File: config.mk
export PLATFORM = sky130hd
export DESIGN_NAME = paralelo_serial_param_flat
export DESIGN_NICKNAME = d
export VERILOG_FILES = /design/src/rtl/paralelo_serial_pkg.sv /design/src/rtl/paralelo_serial_param_if.sv /design/src/rtl/paralelo_serial_fifo.sv /design/src/rtl/paralelo_serial_param.sv /design/src/flat_wrapper.sv
export SDC_FILE = /design/constraint.sdc
export NUM_CORES = 1
export LEC_CHECK = 0
export CORE_MARGIN = 2
export CORE_UTILIZATION = 65
export CTS_CLUSTER_SIZE = 28
export DETAILED_ROUTE_END_ITERATION = 10
export DONT_BUFFER_PORTS = 1
export GPL_TIMING_DRIVEN = 0
export PLACE_DENSITY_LB_ADDON = 0.05
export SLEW_MARGIN = 25
export SYNTH_ARGS = -nofsm -noshare
export SYNTH_HDL_FRONTEND = slang
export SYNTH_SLANG_ARGS = --single-unit
File: constraint.sdc
create_clock -name clk_32f -period 3.8 [get_ports clk_32f]
set_clock_uncertainty 0.2 [all_clocks]
set_input_delay 0.57 -clock clk_32f [delete_from_list [all_inputs] [get_ports clk_32f]]
set_output_delay 0.57 -clock clk_32f [all_outputs]
set_load 0.01 [all_outputs]
File: src/rtl/paralelo_serial_pkg.sv
// Shared constants and helpers for the parallel-to-serial transmit path.
package paralelo_serial_pkg;

    // K28.5 comma character, sent on the line whenever no data is queued.
    localparam logic [7:0] COM_K28_5 = 8'hBC;

    // Serialisation order of a frame.
    typedef enum logic {
        BIT_LSB_FIRST = 1'b0,
        BIT_MSB_FIRST = 1'b1
    } bit_order_e;

    // Width of a counter that must hold every value 0..depth.
    function automatic int count_width(input int depth);
        return (depth < 1) ? 1 : $clog2(depth + 1);
    endfunction

endpackage

File: src/rtl/paralelo_serial_param_if.sv
// Word-input handshake: the source drives data/valid, the converter answers with ready.
interface paralelo_serial_param_if #(
    parameter int WIDTH = 8
);
    logic [WIDTH-1:0] data_in;
    logic             valid_in;
    logic             ready_out;

    modport master (output data_in, output valid_in, input ready_out);
    modport slave  (input data_in, input valid_in, output ready_out);
endinterface

File: src/rtl/paralelo_serial_fifo.sv
// Synchronous FIFO feeding the serialiser; no bypass, head is the registered oldest entry.
module paralelo_serial_fifo
    import paralelo_serial_pkg::*;
#(
    parameter int WIDTH = 8,
    parameter int DEPTH = 4
) (
    input  logic                           clk,
    input  logic                           reset,
    input  logic                           push,
    input  logic [WIDTH-1:0]               push_data,
    input  logic                           pop,
    output logic [WIDTH-1:0]               head,
    output logic [count_width(DEPTH)-1:0]  count,
    output logic                           full
);
    localparam int PW = $clog2(DEPTH);
    localparam int CNT_W = count_width(DEPTH);

    logic [DEPTH-1:0][WIDTH-1:0] mem;
    logic [PW-1:0]               wr_ptr;
    logic [PW-1:0]               rd_ptr;
    logic                        push_ok;
    logic                        pop_ok;

    // Ignore requests that would overflow or underflow rather than corrupt state.
    assign push_ok = push && !full;
    assign pop_ok  = pop && (count != '0);
    assign full    = (count == CNT_W'(DEPTH));
    assign head    = mem[rd_ptr];

    // Storage needs no reset; only entries counted as occupied are ever read.
    always_ff @(posedge clk) begin
        if (push_ok)
            mem[wr_ptr] <= push_data;
    end

    // Pointers wrap naturally (DEPTH is a power of two); push+pop keeps count.
    always_ff @(posedge clk) begin
        if (!reset) begin
            wr_ptr <= '0;
            rd_ptr <= '0;
            count  <= '0;
        end else begin
            if (push_ok) wr_ptr <= wr_ptr + 1'b1;
            if (pop_ok)  rd_ptr <= rd_ptr + 1'b1;
            case ({push_ok, pop_ok})
                2'b10:   count <= count + 1'b1;
                2'b01:   count <= count - 1'b1;
                default: count <= count;
            endcase
        end
    end

endmodule

File: src/rtl/paralelo_serial_param.sv
// Parallel-to-serial converter: queues words and emits back-to-back WIDTH-bit
// frames on data_out, filling empty slots with the COM idle character.
module paralelo_serial_param
    import paralelo_serial_pkg::*;
#(
    parameter int               WIDTH     = 8,
    parameter int               DEPTH     = 4,
    parameter logic [WIDTH-1:0] COM       = WIDTH'(COM_K28_5),
    parameter bit               MSB_FIRST = 1'b1
) (
    input  logic                           clk_32f,
    input  logic                           reset,
    paralelo_serial_param_if.slave         in_if,
    output logic [WIDTH-1:0]               data2send,
    output logic                           data_out,
    output logic                           word_start,
    output logic                           sending_data,
    output logic [count_width(DEPTH)-1:0]  fifo_count
);
    localparam int               CW    = $clog2(WIDTH);
    localparam logic [CW-1:0]    LAST  = CW'(WIDTH - 1);
    localparam bit_order_e       ORDER = MSB_FIRST ? BIT_MSB_FIRST : BIT_LSB_FIRST;
    localparam int               FIRST = (ORDER == BIT_MSB_FIRST) ? WIDTH - 1 : 0;

    logic [CW-1:0]    bit_cnt;
    logic [CW-1:0]    send_idx;
    logic [WIDTH-1:0] head;
    logic             full;
    logic             push;
    logic             pop;
    logic             load;

    // ready is held low during reset so nothing is accepted into a FIFO being cleared.
    assign in_if.ready_out = reset && !full;
    assign push            = in_if.valid_in && in_if.ready_out;
    assign load            = (bit_cnt == '0);
    assign pop             = reset && load && (fifo_count != '0);
    // bit_cnt counts in send order; map it to the physical bit index.
    assign send_idx        = (ORDER == BIT_MSB_FIRST) ? (LAST - bit_cnt) : bit_cnt;

    paralelo_serial_fifo #(
        .WIDTH (WIDTH),
        .DEPTH (DEPTH)
    ) u_fifo (
        .clk       (clk_32f),
        .reset     (reset),
        .push      (push),
        .push_data (in_if.data_in),
        .pop       (pop),
        .head      (head),
        .count     (fifo_count),
        .full      (full)
    );

    // Frame sequencer: load a new word (FIFO head or COM) at bit 0, then shift it out.
    always_ff @(posedge clk_32f) begin
        if (!reset) begin
            bit_cnt      <= '0;
            data2send    <= COM;
            data_out     <= 1'b0;
            word_start   <= 1'b0;
            sending_data <= 1'b0;
        end else if (load) begin
            bit_cnt    <= CW'(1);
            word_start <= 1'b1;
            if (fifo_count != '0) begin
                data2send    <= head;
                sending_data <= 1'b1;
                data_out     <= head[FIRST];
            end else begin
                data2send    <= COM;
                sending_data <= 1'b0;
                data_out     <= COM[FIRST];
            end
        end else begin
            data_out   <= data2send[send_idx];
            word_start <= 1'b0;
            bit_cnt    <= (bit_cnt == LAST) ? '0 : bit_cnt + 1'b1;
        end
    end

endmodule

File: src/flat_wrapper.sv
// flat-port wrapper written by rule: the top's interface ports become plain ports
module paralelo_serial_param_flat import paralelo_serial_pkg::*;
#(
    parameter int               WIDTH     = 8,
    parameter int               DEPTH     = 4,
    parameter logic [WIDTH-1:0] COM       = WIDTH'(COM_K28_5),
    parameter bit               MSB_FIRST = 1'b1
)
  (clk_32f, reset, data2send, data_out, word_start, sending_data, fifo_count, in_if_data_in, in_if_valid_in, in_if_ready_out);
  paralelo_serial_param_if #(.WIDTH(WIDTH)) in_if_i ();
  input  logic clk_32f;
  input  logic reset;
  output logic [WIDTH-1:0] data2send;
  output logic data_out;
  output logic word_start;
  output logic sending_data;
  output logic [count_width(DEPTH)-1:0] fifo_count;
  input wire logic [$bits(in_if_i.data_in)-1:0] in_if_data_in;
  input wire logic [$bits(in_if_i.valid_in)-1:0] in_if_valid_in;
  output wire logic [$bits(in_if_i.ready_out)-1:0] in_if_ready_out;
  assign in_if_i.data_in = in_if_data_in;
  assign in_if_i.valid_in = in_if_valid_in;
  assign in_if_ready_out = in_if_i.ready_out;
  paralelo_serial_param #(.WIDTH(WIDTH), .DEPTH(DEPTH), .COM(COM), .MSB_FIRST(MSB_FIRST)) u_core (.clk_32f(clk_32f), .reset(reset), .in_if(in_if_i), .data2send(data2send), .data_out(data_out), .word_start(word_start), .sending_data(sending_data), .fifo_count(fifo_count));
endmodule
# [Word-level counts from Yosys, hierarchy flattened]
# Cells that the tools add are included.
[word_totals] elab_cells=55 inputBits=11 ff_bits=53 out_inout_bits=15
[classes] reduce_logical=12 eq_ne=4 magnitude_cmp=4 bitwise=1 add_sub_neg=6 muxes=15
[ops] cell="$bwmux 32" count=1
[ops] cell="$mux 8" count=3
[ops] cell="$bmux 8 s2" count=1
[ops] cell="$demux 8 s2" count=1
[ops] cell="$logic_and 1x1->1" count=7
[ops] cell="$mux 1" count=7
[ops] cell="$add 3x1->3 const B" count=2
[ops] cell="$eq 3x3->1 const B" count=2
[ops] cell="$lt 2x3->1 const B" count=2
[ops] cell="$pmux 3 s2" count=1
[ops] cell="$add 2x1->2 const B" count=2
[ops] cell="$lt 3x4->1 const B" count=1
[ops] cell="$bmux 1 s3" count=1
[ops] cell="$logic_not 3->1" count=1
[ops] cell="$reduce_bool 3->1" count=1
[ops] cell="$reduce_or 3->1" count=1
[ops] cell="$sub 3x1->3 const B" count=1
[ops] cell="$sub 3x3->3 const A" count=1
[ops] cell="$eq 2x1->1 const B" count=1
[ops] cell="$eq 2x2->1 const B" count=1
[ops] cell="$ge 2x1->1 const B" count=1
[ops] cell="$reduce_bool 2->1" count=1
[ops] cell="$logic_not 1->1" count=1
[ops] cell="$not 1->1" count=1

# [Logic depth before layout (Yosys ltp)]
[logic_depth] ltp_word=7 depth_mapped=12 mapped_depth_nobuf=11

# [Cells and area by module]
# A second synthesis with hierarchy kept.
[hier_totals] hier_cells=143 area_unflattened_um2=2174.6
[modules_own_cells] module="paralelo_serial_fifo" area_per_inst_um2=1601.5 cells_per_inst=89 seq_area_each_um2=1101.1 n_inst=1
[modules_own_cells] module="paralelo_serial_param" area_per_inst_um2=573.0 cells_per_inst=54 seq_area_each_um2=280.3 n_inst=1

# [Worst setup path before layout]
# Ideal clock, no wire load.
[synth_timing] path_type="input port to flip-flop" startpoint="input port reset" endpoint="register u_core.u_fifo.count[2]" arrival_ps=2409 path_buffers=2 required_time_ps=3529 slack_ps=1120 setup_time_ps=71 stages=10 cell_sequence="buf_2 > clkinv_1 > clkbuf_1 > nor2_1 > ha_1 > inv_1 > fa_1 > xor2_1 > or3_1 > a21oi_1"
[synth_between] elab_chain_len=5 word_cells_on_any_way=10 classes_between="eq/ne (2); mux (1); reduce/logical (7)"
[synth_rtl] element="from (decl)" line_no="flat_wrapper.sv:12" text="input logic reset;"
[synth_rtl] element="$logic_and 1x1->1 (*) (2 in series)" line_no="paralelo_serial_param.sv:37" text="assign pop = reset && load && (fifo_count != '0);"
[synth_rtl] element="$logic_and 1x1->1 (*)" line_no="paralelo_serial_fifo.sv:28" text="assign pop_ok = pop && (count != '0);"
[synth_rtl] element="named net u_core.u_fifo.pop_ok" line_no="paralelo_serial_fifo.sv:24" text="logic pop_ok;"
[synth_rtl] element="$eq 2x1->1 or $eq 2x2->1 (tied branches)" line_no="paralelo_serial_fifo.sv:47" text="case ({push_ok, pop_ok})"
[synth_rtl] element="$pmux 3 s2 or $reduce_bool 2->1 (tied branches)"
[synth_rtl] element="to (signal assigned)" line_no="paralelo_serial_fifo.sv:48" text="2'b10: count <= count + 1'b1;"
[synth_rtl] element="to (signal assigned)" line_no="paralelo_serial_fifo.sv:49" text="2'b01: count <= count - 1'b1;"
[synth_rtl] element="to (signal assigned)" line_no="paralelo_serial_fifo.sv:50" text="default: count <= count;"
[synth_rtl] element="to (decl)" line_no="paralelo_serial_fifo.sv:14" text="output logic [count_width(DEPTH)-1:0] count,"
# The timed path passes the listed nets; every way through them passes the cells marked *.
# A chain may end at the register's enable or synchronous reset.

# [Worst setup path in the final report]
[layout_timing] startpoint="register u_core.bit_cnt[0]" endpoint="register u_core.u_fifo.count[2]"
[layout_between] elab_chain_len=6 word_cells_on_any_way=8 classes_between="eq/ne (2); mux (1); reduce/logical (5)"
[layout_rtl] element="from (decl)" line_no="paralelo_serial_param.sv:25" text="logic [CW-1:0] bit_cnt;"
[layout_rtl] element="from (signal assigned)" line_no="paralelo_serial_param.sv:78" text="bit_cnt <= (bit_cnt == LAST) ? '0 : bit_cnt + 1'b1;"
[layout_rtl] element="$logic_not 3->1 (*)" line_no="paralelo_serial_param.sv:36" text="assign load = (bit_cnt == '0);"
[layout_rtl] element="$logic_and 1x1->1 (*) (2 in series)" line_no="paralelo_serial_param.sv:37"
[layout_rtl] element="$logic_and 1x1->1 (*)" line_no="paralelo_serial_fifo.sv:28"
[layout_rtl] element="named net u_core.u_fifo.pop_ok" line_no="paralelo_serial_fifo.sv:24"
[layout_rtl] element="$eq 2x1->1 or $eq 2x2->1 (tied branches)" line_no="paralelo_serial_fifo.sv:47"
[layout_rtl] element="$pmux 3 s2 or $reduce_bool 2->1 (tied branches)"
# Marks and branches as above.

==> flow_summary.json <==
{
  "initial_core_util_pct": 67.2,
  "ys_seq_area_share_pct": 62.1,
  "combPwrFrac_pct": 14.7,
  "synth_top_family_by_area": "simple AND/OR/NAND/NOR gates",
  "synth_cell_types": 39,
  "drc_errors": 0,
  "yosysWarnings": 0,
  "p_clk_share_pct": 22.9,
  "status": "complete, no violations",
  "area_growth_pct": 5.29,
  "ios": 26,
  "worst_slew_pin_slew_ns": 0.481,
  "r2r-start": "u_core.bit_cnt[0]",
  "cp_max_fo": 10,
  "num_vias": 1262,
  "portBuffers": 0,
  "stdcell_count": 214,
  "htree_levels": 2,
  "slew_viol_final": 0,
  "synthAdderAreaFrac_pct": 5.40,
  "required_ns": 3.92,
  "grt_util_all_layers_pct": 21.3,
  "ctsHoldBuffers": 0,
  "reg2regPathDepth": 12,
  "ir_drop_uv": 347,
  "vias_per_cell": 5.90,
  "wire_per_inst_um": 17.4,
  "gp_routability_congestion": 0.761,
  "endpoint_kind": "flip-flop",
  "cp_cell_sequence": "inv_1 > ha_1 > nor2b_1 > buf_2 > nand2_1 > nor2_1 > ha_1 > inv_1 > fa_1 > xor2_1 > or3_1 > a21oi_1",
  "core_sq_um": 3310,
  "arrival_ns": 3.01,
  "max_freq_ghz": 0.347,
  "swShare_pct": 27.4,
  "cts.clk_slew.worst_paths_ns": 0.16,
  "cp_slowest_cell": "dfxtp_1",
  "grt_pass1_wl_mm": 6.24,
  "grt_max_degree": 18,
  "async_reset_ff_share_pct": 0,
  "num_antenna_cells": 0,
  "rows": 21,
  "clk_latency_ns": 0.38,
  "layout_common_cells": "edfxtp_1 (32), dfxtp_1 (21), nor2_1 (12), a21oi_1 (10)",
  "cts_resized": 0,
  "synth_enable_flop_cells": 32,
  "powerDensity_nw_per_um2": 462,
  "slowest_delay_ns": 0.39,
  "post-route-period-util_pct": 75.9,
  "hold_violations": 0,
  "seq_power_share_pct": 62.4,
  "dp_hpwl_mm": 2.66,
  "muxShareOfSynthArea_pct": 10.9,
  "drive_above_1_share_pct": 13.1,
  "fp.dieArea_sq_um": 3900,
  "drtIter0Drc": 87,
  "synthesis.area_sq_um": 2220,
  "rrSetupSlack_ns": 0.91,
  "wl_mm": 3.73,
  "cts_tree": "built",
  "first_pass_iters": 6,
  "syn_avg_cell_area_sq_um": 13.9,
  "place_area_sq_um": 2280,
  "max-cap-violations": 0,
  "min_path_cells": 0,
  "root_buffer": "clkbuf_4",
  "rsz0062_at_grt": "no",
  "finalInstanceArea_sq_um": 2340,
  "post_synth_inst_count": 160,
  "power.switching_w": 0.000296,
  "cts-buffers-inserted": 5,
  "synth_nets": 180,
  "hp-start": "in_if_data_in[7]",
  "die_h_um": 62.5,
  "setup_viol": 0,
  "synth-compound-area-share_pct": 5.68,
  "die_w_um": 62.5,
  "dp_cells": 206,
  "yosys.area_share.simple_pct": 11.9,
  "period_minus_slack_ns": 2.89,
  "synthFlopType": "edfxtp_1",
  "p_int_w": 0.000784,
  "layout_commonest_cell": "edfxtp_1",
  "ant_nets": 0,
  "crit_type": "reg -> reg",
  "num-nets-final": 187,
  "holdPathEnd": "u_core.u_fifo.mem[7]",
  "p_leak_nw": 0.778,
  "synth_xor_area_share_pct": 0.788,
  "relSlewSlack_pct": 67.7,
  "cts_buffer_depth": 2,
  "grt_pass1_vias": 1318,
  "worstHoldPathType": "in -> reg",
  "antenna_found_initial": 0,
  "cts_setup_buffers": 0,
  "r2r_end": "u_core.u_fifo.count[2]",
  "grt_overflow": 0,
  "synth_seq_cells": 53,
  "critPathLaunchType": "flip-flop",
  "setup_tns_ns": 0,
  "cts.sinks": 53
}
==> kinds of logic after synthesis <==
family | after synthesis
compound gates | 21
buf+inv | 16
mux | 11
simple gates | 48
xor+xnor | 2
fa+ha+maj | 9
flops | 53
==> cell type report <==
| cell class | count | area, sq um |
|---|---|---|
| plain buffers | 6 | 33.8 |
| clock buffers | 5 | 37.5 |
| clock inverters | 3 | 22.5 |
| fillers | 233 | 970 |
| inverters | 10 | 37.5 |
| multi-input cells | 91 | 771 |
| flip-flops and latches | 53 | 1380 |
| well taps | 46 | 57.6 |
==> power groups by stage <==
stage,sequential (W),clock (W),combinational [W]
CTS,0.000675,0.000249,0.000160
finish,0.000675,0.000247,0.000159
global placement,0.000686,0,0.000152
detailed placement,0.000688,0,0.000159
global route,0.000679,0.000271,0.000178
floorplan,0.000680,0,0.000128
==> routing by layer <==
| metal | up-vias | global-route usage [%] | part of all wire (%) |
|---|---|---|---|
| met5 | - | 0 | 0 |
| met4 | 0 | 6.11 | 1.5 |
| met3 | 6 | 8.29 | 5.5 |
| met2 | 31 | 35.9 | 51 |
| met1 | 613 | 25.5 | 42 |
| li1 | 612 | - | - |
==> worst max path at each step <==
| stage | end | startpoint | depth (start not counted) |
|---|---|---|---|
| 2_1_floorplan | u_core.u_fifo.count[2] | reset | 10 |
| 3_3_place_gp | u_core.u_fifo.count[2] | reset | 10 |
| 3_5_place_dp | u_core.u_fifo.count[2] | reset | 10 |
| 4_1_cts | u_core.u_fifo.count[2] | u_core.bit_cnt[0] | 12 |
| 5_1_grt | u_core.u_fifo.count[2] | u_core.bit_cnt[0] | 12 |
| 6_report | u_core.u_fifo.count[2] | u_core.bit_cnt[0] | 12 |
==> flip-flops by register name, summed over array words and instances (netlist names) <==
register / flops
u_core.bit_cnt: 3
u_core.data2send: 8
u_core.data_out: 1
u_core.sending_data: 1
u_core.u_fifo.count: 3
u_core.u_fifo.mem: 32
u_core.u_fifo.rd_ptr: 2
u_core.u_fifo.wr_ptr: 2
u_core.word_start: 1
==> worst max-delay path: cells and delay by family, from the launching register on <==
| family | cells | cell delay (ns) |
|---|---|---|
| flops | 1 | 0.39 |
| xor+xnor | 1 | 0.16 |
| simple gates | 4 | 0.77 |
| buf+inv | 3 | 0.40 |
| fa+ha+maj | 3 | 0.78 |
| compound gates | 1 | 0.14 |
==> stage by stage <==
| stage | util [%] | hold WS, ns | worst slack, ns | power, W |
|---|---|---|---|---|
| CTS | 70.7 | 0.0722 | 0.902 | 0.00108 |
| finish | 70.7 | 0.0815 | 0.915 | 0.00108 |
| global placement | 68.9 | 0.296 | 0.871 | 0.000838 |
| global route | 70.7 | 0.0510 | 0.636 | 0.00113 |
| detailed placement | 68.9 | 0.304 | 0.789 | 0.000847 |
| floorplan | - | 0.281 | 1.12 | 0.000808 |
==> synth_stat cells (2+ instances only) <==
cell type / count / area [sq um]
nor4b_1: 2 / 17.5
nor2_1: 12 / 45.0
nand3_1: 5 / 25.0
nand2_1: 7 / 26.3
or3b_1: 2 / 17.5
xor2_1: 2 / 17.5
and2_1: 5 / 31.3
nand4_1: 2 / 12.5
o21ai_0: 3 / 15.0
mux4_2: 4 / 90.1
buf_2: 3 / 15.0
edfxtp_1: 32 / 961
ha_1: 8 / 100
dfxtp_1: 21 / 420
inv_1: 8 / 30.0
a21oi_1: 10 / 50.1
clkbuf_1: 2 / 7.51
or3_1: 2 / 12.5
nor3_1: 4 / 20.0
o21ai_1: 3 / 15.0
mux4_1: 5 / 131
Power figures use the tool's default switching activity.
